--- src/rtl/rot_pkg.sv ---
`default_nettype none
// ============================================================================
//  Module      : rot_pkg
//  Description : Shared types and SHA-256 term constants for the
//                rotate/shift-XOR engine.
//  Revision    : 1.0 - initial release
// ============================================================================
package rot_pkg;

    // Per-term operation encoding, matching the op0..op2 port encoding
    typedef enum logic [1:0] {
        OP_OFF  = 2'b00,
        OP_ROTR = 2'b01,
        OP_SHR  = 2'b10,
        OP_ROTL = 2'b11
    } op_e;

    // Engine control states
    typedef enum logic [1:0] {
        ST_IDLE = 2'b00,
        ST_CALC = 2'b01,
        ST_DONE = 2'b10
    } state_e;

    // SHA-256 small sigma0: ROTR7 ^ ROTR18 ^ SHR3
    localparam logic [4:0] SIG0_AMT0  = 5'd7;
    localparam logic [4:0] SIG0_AMT1  = 5'd18;
    localparam logic [4:0] SIG0_AMT2  = 5'd3;
    localparam op_e        SIG0_OP0   = OP_ROTR;
    localparam op_e        SIG0_OP1   = OP_ROTR;
    localparam op_e        SIG0_OP2   = OP_SHR;

    // SHA-256 small sigma1: ROTR17 ^ ROTR19 ^ SHR10
    localparam logic [4:0] SIG1_AMT0  = 5'd17;
    localparam logic [4:0] SIG1_AMT1  = 5'd19;
    localparam logic [4:0] SIG1_AMT2  = 5'd10;
    localparam op_e        SIG1_OP0   = OP_ROTR;
    localparam op_e        SIG1_OP1   = OP_ROTR;
    localparam op_e        SIG1_OP2   = OP_SHR;

    // SHA-256 big Sigma0: ROTR2 ^ ROTR13 ^ ROTR22
    localparam logic [4:0] BSIG0_AMT0 = 5'd2;
    localparam logic [4:0] BSIG0_AMT1 = 5'd13;
    localparam logic [4:0] BSIG0_AMT2 = 5'd22;
    localparam op_e        BSIG0_OP0  = OP_ROTR;
    localparam op_e        BSIG0_OP1  = OP_ROTR;
    localparam op_e        BSIG0_OP2  = OP_ROTR;

    // SHA-256 big Sigma1: ROTR6 ^ ROTR11 ^ ROTR25
    localparam logic [4:0] BSIG1_AMT0 = 5'd6;
    localparam logic [4:0] BSIG1_AMT1 = 5'd11;
    localparam logic [4:0] BSIG1_AMT2 = 5'd25;
    localparam op_e        BSIG1_OP0  = OP_ROTR;
    localparam op_e        BSIG1_OP1  = OP_ROTR;
    localparam op_e        BSIG1_OP2  = OP_ROTR;

endpackage
`default_nettype wire

--- src/rtl/rot_term.sv ---
`default_nettype none
// ============================================================================
//  Module      : rot_term
//  Description : Combinational single-term evaluator: rotate right, rotate
//                left, logical shift right or off, by a variable amount.
//  Revision    : 1.0 - initial release
// ============================================================================
module rot_term
    import rot_pkg::*;
#(
    parameter  int WIDTH = 32,
    localparam int AW    = $clog2(WIDTH)
) (
    input  logic [WIDTH-1:0] data,
    input  logic [AW-1:0]    amt,
    input  op_e              op,
    output logic [WIDTH-1:0] term
);

    logic [WIDTH-1:0] w_rotr;
    logic [WIDTH-1:0] w_rotl;

    // WIDTH is a power of two, so AW-bit index arithmetic wraps mod WIDTH
    // and gives the rotate source bit directly.
    genvar i;
    generate
        for (i = 0; i < WIDTH; i++) begin : g_bit
            localparam logic [AW-1:0] C_BIT = AW'(i);
            assign w_rotr[i] = data[C_BIT + amt];
            assign w_rotl[i] = data[C_BIT - amt];
        end
    endgenerate

    // Select the requested operation; OFF contributes nothing to the XOR
    always_comb begin
        term = '0;
        case (op)
            OP_ROTR: term = w_rotr;
            OP_SHR:  term = data >> amt;
            OP_ROTL: term = w_rotl;
            default: term = '0;
        endcase
    end

endmodule
`default_nettype wire

--- src/rtl/rot_xor_engine.sv ---
`default_nettype none
// ============================================================================
//  Module      : rot_xor_engine
//  Description : Sequential three-term rotate/shift-XOR engine with
//                valid/ready handshakes; one term folded per clock.
//  Revision    : 1.0 - initial release
// ============================================================================
module rot_xor_engine
    import rot_pkg::*;
#(
    parameter  int WIDTH = 32,
    localparam int AW    = $clog2(WIDTH)
) (
    input  logic             clk,
    input  logic             rst_n,
    input  logic             in_valid,
    output logic             in_ready,
    input  logic [WIDTH-1:0] in_data,
    input  logic [AW-1:0]    amt0,
    input  logic [AW-1:0]    amt1,
    input  logic [AW-1:0]    amt2,
    input  logic [1:0]       op0,
    input  logic [1:0]       op1,
    input  logic [1:0]       op2,
    output logic             out_valid,
    input  logic             out_ready,
    output logic [WIDTH-1:0] out_data
);

    state_e           r_state;
    state_e           w_next_state;
    logic [WIDTH-1:0] r_data;
    logic [AW-1:0]    r_amt0, r_amt1, r_amt2;
    op_e              r_op0, r_op1, r_op2;
    logic [WIDTH-1:0] r_acc;
    logic [1:0]       r_idx;
    logic [WIDTH-1:0] r_out;

    logic [AW-1:0]    w_sel_amt;
    op_e              w_sel_op;
    logic [WIDTH-1:0] w_term;
    logic [WIDTH-1:0] w_acc_next;

    // Pick the captured amount/op for the term being folded this cycle
    always_comb begin
        w_sel_amt = r_amt2;
        w_sel_op  = r_op2;
        case (r_idx)
            2'd0:    begin w_sel_amt = r_amt0; w_sel_op = r_op0; end
            2'd1:    begin w_sel_amt = r_amt1; w_sel_op = r_op1; end
            default: begin w_sel_amt = r_amt2; w_sel_op = r_op2; end
        endcase
    end

    rot_term #(
        .WIDTH (WIDTH)
    ) u_term (
        .data (r_data),
        .amt  (w_sel_amt),
        .op   (w_sel_op),
        .term (w_term)
    );

    assign w_acc_next = r_acc ^ w_term;
    assign out_data   = r_out;

    // State register
    always_ff @(posedge clk or negedge rst_n) begin
        if (!rst_n) begin
            r_state <= ST_IDLE;
        end else begin
            r_state <= w_next_state;
        end
    end

    // Next-state and handshake outputs; CALC always spends exactly 3 cycles
    always_comb begin
        w_next_state = r_state;
        in_ready     = 1'b0;
        out_valid    = 1'b0;
        case (r_state)
            ST_IDLE: begin
                in_ready = 1'b1;
                if (in_valid) w_next_state = ST_CALC;
            end
            ST_CALC: begin
                if (r_idx == 2'd2) w_next_state = ST_DONE;
            end
            ST_DONE: begin
                out_valid = 1'b1;
                if (out_ready) w_next_state = ST_IDLE;
            end
            default: w_next_state = ST_IDLE;
        endcase
    end

    // Operand capture, accumulation and result latch; the result register
    // only changes on the final fold so out_data holds between requests.
    always_ff @(posedge clk or negedge rst_n) begin
        if (!rst_n) begin
            r_data <= '0;
            r_amt0 <= '0;
            r_amt1 <= '0;
            r_amt2 <= '0;
            r_op0  <= OP_OFF;
            r_op1  <= OP_OFF;
            r_op2  <= OP_OFF;
            r_acc  <= '0;
            r_idx  <= 2'd0;
            r_out  <= '0;
        end else begin
            case (r_state)
                ST_IDLE: begin
                    if (in_valid) begin
                        r_data <= in_data;
                        r_amt0 <= amt0;
                        r_amt1 <= amt1;
                        r_amt2 <= amt2;
                        r_op0  <= op_e'(op0);
                        r_op1  <= op_e'(op1);
                        r_op2  <= op_e'(op2);
                        r_acc  <= '0;
                        r_idx  <= 2'd0;
                    end
                end
                ST_CALC: begin
                    r_acc <= w_acc_next;
                    r_idx <= r_idx + 2'd1;
                    if (r_idx == 2'd2) r_out <= w_acc_next;
                end
                default: ;
            endcase
        end
    end

endmodule
`default_nettype wire

--- config.mk ---
export PLATFORM = sky130hd
export DESIGN_NAME = rot_xor_engine
export DESIGN_NICKNAME = d
export VERILOG_FILES = /design/src/rtl/rot_pkg.sv /design/src/rtl/rot_term.sv /design/src/rtl/rot_xor_engine.sv
export SDC_FILE = /design/constraint.sdc
export NUM_CORES = 1
export LEC_CHECK = 0
export ABC_CLOCK_PERIOD_IN_PS = 4480
export CAP_MARGIN = 5
export CORE_MARGIN = 2
export CORE_UTILIZATION = 40
export CTS_CLUSTER_SIZE = 30
export DETAILED_ROUTE_END_ITERATION = 12
export GPL_TIMING_DRIVEN = 0
export SLEW_MARGIN = 20
export SYNTH_ARGS = -nofsm -noshare
export SYNTH_HDL_FRONTEND = slang
export SYNTH_SLANG_ARGS = --single-unit
--- constraint.sdc ---
create_clock -name clk -period 4.48 [get_ports clk]
set_clock_uncertainty 0.1 [all_clocks]
set_input_delay 1.344 -clock clk [delete_from_list [all_inputs] [get_ports clk]]
set_output_delay 1.344 -clock clk [all_outputs]
set_load 0.005 [all_outputs]
Word-level counts from Yosys, hierarchy flattened --
Cells that the tools add are included.
Storage, ports and cells: register bits after elaboration 121, input port bits 57, output and inout port bits 34, word-level logic and storage cells 299
Operators by class: $add $sub $neg 64, magnitude comparators 64, eq/ne operators 10, shift operators 1, multiplexer cells 141, bitwise operators 1, reductions and logical operators 7
Operators with widths (number):
- $lt 5x6->1 const B | 64
- $bmux 1 s5 | 64
- $pmux 32 s3 | 1
- $add 5x5->5 const A | 16
- $sub 5x5->5 const A | 16
- $mux 1 | 66
- $pmux 32 s2 | 1
- $add 4x5->5 const A | 8
- $sub 4x5->5 const A | 8
- $mux 32 | 1
- $shr 32x5->32 | 1
- $xor 32x32->32 | 1
- $add 3x5->5 const A | 4
- $sub 3x5->5 const A | 4
- $add 2x5->5 const A | 2
- $pmux 5 s2 | 1
- $sub 1x5->5 const A | 2
- $sub 2x5->5 const A | 2
- $eq 2x2->1 const B | 4
- $mux 2 | 4
- $pmux 2 s2 | 2
- $eq 2x1->1 const B | 3
- $ne 2x2->1 const B | 3
- $pmux 2 s3 | 1
- other kinds (6) | 9

Longest topological paths before layout --
depth after elaboration 8, mapped depth 21, mapped depth without buffers 14

By module --
A second synthesis with hierarchy kept.
Second synthesis, totals: cells, all modules 1175, area total of the unflattened synthesis 13506.7 µm²
By module, submodules not included:
- rot_term | times used 1, cells an instance 779, area each 7621.1 µm², seq. area each 0.0 µm²
- rot_xor_engine | times used 1, cells an instance 396, area each 5885.6 µm², seq. area each 3027.9 µm²

Least setup slack after synthesis --
No wires, ideal clock.
kind register -> register, start point register r_idx[0], end point register r_acc[22], setup time 0.119 ns, arrival time 4.744 ns, required time 4.261 ns, path slack -0.483 ns, stages on the path, launching flop included 20, buffers on the path 7, clock period less this slack 4.963 ns, path through dfrtp_1 -> inv_1 -> ha_1 -> buf_6 -> buf_6 -> nor3b_2 -> nor2_4 -> inv_1 -> buf_2 -> clkbuf_1 -> buf_1 -> ha_1 -> buf_1 -> a21o_1 -> clkbuf_1 -> mux4_1 -> mux4_2 -> o22ai_2 -> o31ai_1 -> a21bo_1
Between the ends: cells in the longest elaborated chain, start to end 8, elaborated cells on any way between the ends 17, those cells by class add/sub (2); eq/ne (4); shift (1); mux (8); bitwise (1); reduce/logical (1)
Ends and longest elaborated chain:
- start: declaration | RTL line rot_xor_engine.sv:36 | logic [1:0] r_idx;
- start signal: assignment | RTL line rot_xor_engine.sv:128 | r_idx <= r_idx + 2'd1;
- $eq 2x1->1 / $logic_not 2->1 (equally long branches) | RTL line rot_xor_engine.sv:48 | case (r_idx)
- $pmux 5 s2 | RTL line rot_xor_engine.sv:48
- $sub 5x5->5 / $add 5x5->5 (equally long branches) | RTL line rot_term.sv:30, rot_term.sv:29
- $bmux 1 s5 (on tied branches) | RTL line rot_term.sv:30, rot_term.sv:29
- $mux 1 (on tied branches) | RTL line rot_term.sv:30, rot_term.sv:29
- $pmux 32 s3 * | RTL line rot_term.sv:37 | case (op)
- $xor 32x32->32 * | RTL line rot_xor_engine.sv:64 | assign w_acc_next = r_acc ^ w_term;
- $pmux 32 s2 * | RTL line rot_xor_engine.sv:112 | case (r_state)
- end signal: assignment | RTL line rot_xor_engine.sv:127 | r_acc <= w_acc_next;
- end: declaration | RTL line rot_xor_engine.sv:35 | logic [WIDTH-1:0] r_acc;
Every way passes the cells marked *; elsewhere a longest branch is shown, timed or not. The select of a mux whose other input is x is not followed. A chain may end at the register's enable or synchronous reset.

Worst setup path in the final report --
start point register r_idx[0], end point register r_acc[7]
Between the ends: cells in the longest elaborated chain, start to end 8, elaborated cells on any way between the ends 17, those cells by class add/sub (2); eq/ne (4); shift (1); mux (8); bitwise (1); reduce/logical (1)
Ends and longest elaborated chain (RTL line):
- $eq 2x1->1 / $logic_not 2->1 (equally long branches) | rot_xor_engine.sv:48
- $pmux 5 s2 | rot_xor_engine.sv:48
- $sub 3x5->5 / $add 3x5->5 (equally long branches) | rot_term.sv:30, rot_term.sv:29
- $bmux 1 s5 (on tied branches) | rot_term.sv:30, rot_term.sv:29
- $mux 1 (on tied branches) | rot_term.sv:30, rot_term.sv:29
- $pmux 32 s3 * | rot_term.sv:37
- $xor 32x32->32 * | rot_xor_engine.sv:64
- $pmux 32 s2 * | rot_xor_engine.sv:112
Marked as above.

==> impl_metrics.yaml <==
routing:
  ant_nets: 0
  via_per_inst: 6.71
  wl_per_cell_um: 30.1
  drc_errors: 0
  drt_iter0_drc: 1687
  drt_pass1_iterations: 8
  finalWirelength_mm: 61.2
  routed-via-count: 13652
place:
  gp_congestion: 1.03
  place_inst: 1963
  dp_hpwl_mm: 48.0
  io_buffers: 90
  placed_area_mm2: 0.0137
synth:
  syn_avg_cell_area_um2: 8.31
  ys_seq_area_frac: 0.247
  synth_seq_cells: 121
  synth-edff-count: 0
  synth_cell_types: 87
  synth_area_leaders: "dfrtp_1, mux4_2, nand2_1"
  syn_area_mm2: 0.0123
  async_flop_share: 1.00
  syn_inst: 1474
  synth_top_area_frac: 0.247
  ys_warn_count: 0
  yosysTopAreaCell: "dfrtp_1"
  synth_fp_nets: 1535
  ys.flop_type: "dfrtp_1"
setup_path:
  worst-endpoint-required_ns: 4.76
  crit_slowest_cell: "clkbuf_2"
  crit_path_cell_trace: "buf_6, ha_4, buf_8, a22o_4, nor2_4, buf_4, clkbuf_2, buf_2, clkbuf_2, o21ai_0, o2111ai_1, nand4b_1, or2_2, a31oi_1"
  r2r_end: "r_acc[7]"
  startpoint_type: "flop"
  rr_startpoint: "r_idx[0]"
  ff2ff_path_depth: 14
  path_delay_family: "buffers and inverters"
  path_buf_inv: 6
  crit_fanout: 10
  crit_arrival_ns: 4.73
  worst-setup-path-type: "reg -> reg"
  critPathCaptureType: "flop"
  startpoint: "r_idx[0]"
  slowest_delay_ns: 0.43
  r2r_slack_ns: 0.04
  path_common_cell: "clkbuf_2"
timing:
  fin_crit_sh: 0.992
  rsz0062_at_grt: "true"
  holdWs_ns: 0.377
  fin_crit_ns: 4.44
  hold_viol: 0
  finalSetupViolCount: 0
  final.setup.tns_ns: 0
  slew-limit-headroom: 0.349
  tightestPinTransition_ns: 0.971
  max_clock_freq_ghz: 0.225
  drv_slew: 0
global_route:
  grt_pass1_wl_mm: 88.8
  grt_max_degree: 66
  antenna_found_initial: 0
  grt_use_total: 0.390
  globalRouteOverflowTotal: 0
  grt_pass1_vias: 12960
floorplan:
  chipHeight_um: 179
  row_count: 64
  core_mm2: 0.0303
  dieArea_mm2: 0.0320
  start_util: 0.404
  die_x_um: 179
  io_pins: 91
clock_tree:
  htree_levels: 4
  path_clk_slew_ns: 0.06
  cts_buffer_depth: 2
  worstSkewPairLatency_ns: 0.47
  cts_made_buffers: 17
  cts_hold_buf: 0
  cts-root-buf: "clkbuf_16"
  cts_tree: "built"
  clock_sinks: 121
min_path:
  whs_path_depth: 2
  hold_end: "out_data[13]"
  hold_class: "reg -> reg"
  min_from: "out_data[13]"
layout:
  layout_common_cells: "nand2_1, dfrtp_1, nand3_1, clkdlybuf4s50_1, mux2i_1"
  layout.cells.non_filler: 2035
  final_common_cell: "nand2_1"
  layout.nets: 1687
  antenna_cells: 0
  drive_gt1_frac: 0.168
  syn_to_final_growth_pct: 23.6
  design_area_mm2: 0.0151
outcome:
  outcome: "finished, final reports clean"
flow_run:
  cap_violations: 0
[routing by layer]
layer / GRT usage / share of wire / vias to the layer above / wire, um
met2: 0.620 / 0.45 / 865 / 27700
met3: 0.0846 / 0.092 / 205 / 5610
met5: 0 / 0 / - / 0
met1: 0.494 / 0.40 / 6668 / 24200
met4: 0.206 / 0.060 / 0 / 3700
li1: - / - / 5914 / -
[worst register-to-register path: cells and delay by family (launching register included)]
family / cells / cell delay, ns
buf+inv: 6 / 1.63
compound gates: 4 / 1.14
simple gates: 3 / 0.90
flops: 1 / 0.41
fa+ha+maj: 1 / 0.20
[stage by stage]
step | setup WS [ns] | util
after global placement | -2.98 | 0.451
after global routing | -0.0466 | 0.499
after floorplan | 0.00988 | -
after CTS | -0.000530 | 0.489
after detailed placement | -1.39 | 0.453
final | 0.0360 | 0.499
[area by class of cell]
cell class / count / area (um^2)
timing repair buffer: 137 / 1330
inverter: 12 / 47.5
fill: 3004 / 15200
sequential: 121 / 3030
tap: 396 / 495
clock buffer: 24 / 502
buffer: 117 / 649
clock inverter: 8 / 133
multi-input combinational: 1220 / 8950
[worst max-delay path by stage]
stage                endpoint  slack (ns)  cells past startpoint
floorplan            r_acc[9]        0.01                     18
global placement    r_data[2]       -2.98                      1
detailed placement  r_acc[27]       -1.39                     21
CTS                  r_acc[9]     -0.0005                     19
global route         r_acc[4]       -0.05                     14
finish               r_acc[7]        0.04                     14
[flip-flops by register name (all words and copies together), names as in the netlist, 5 cells and up]
| register | cells |
|---|---|
| r_acc | 32 |
| r_data | 32 |
| out_data | 32 |
| r_amt0 | 5 |
| r_amt1 | 5 |
| r_amt2 | 5 |
[cell families after synthesis]
kind of cell	count (synthesis)	share of synthesized area
adders and majority gates	4	0.00409
xor gates and xnor gates	36	0.0264
and+or+nand+nor	591	0.222
AOI/OAI and AO/OA	416	0.240
buffers and inverters	133	0.0458
DFF	121	0.247
muxes	173	0.214
[synthesized netlist by cell type, types with 5 or more instances]
cell type and n:
nand2_1 287, nor4_1 8, or3_1 10, nand2b_1 10, o22ai_1 20, xnor2_1 35
a22o_1 25, inv_1 11, nand3_1 89, or4_1 6, a211o_1 7, a31oi_1 10
mux4_2 69, o31ai_1 24, mux2_2 12, o21ai_0 80, o2111ai_1 6, o31a_1 11
a21o_1 10, mux2i_1 91, nor2_1 74, nor3_1 21, o21ai_1 6, o211ai_1 32
o221ai_1 8, a22oi_1 14, a211oi_1 16, and2_1 37, o41ai_1 8, buf_2 19
a221oi_1 9, dfrtp_1 121, a21oi_1 59, and3_1 12, o21a_1 7, a221o_1 5
clkbuf_1 71, buf_1 24, nand4_1 11, a2111oi_0 5
[what timing repair did]
action | 4_1_cts | 5_1_grt
pin swaps | 12 | 14
resized for setup | 85 | 48
gates cloned | 0 | 1
setup endpoints to repair | 64 | 55
buffers inserted | 21 | 22
Power is left out: the tool's default activity adds up to more than one toggle a clock period on the data nets, which glitch-free logic cannot reach.
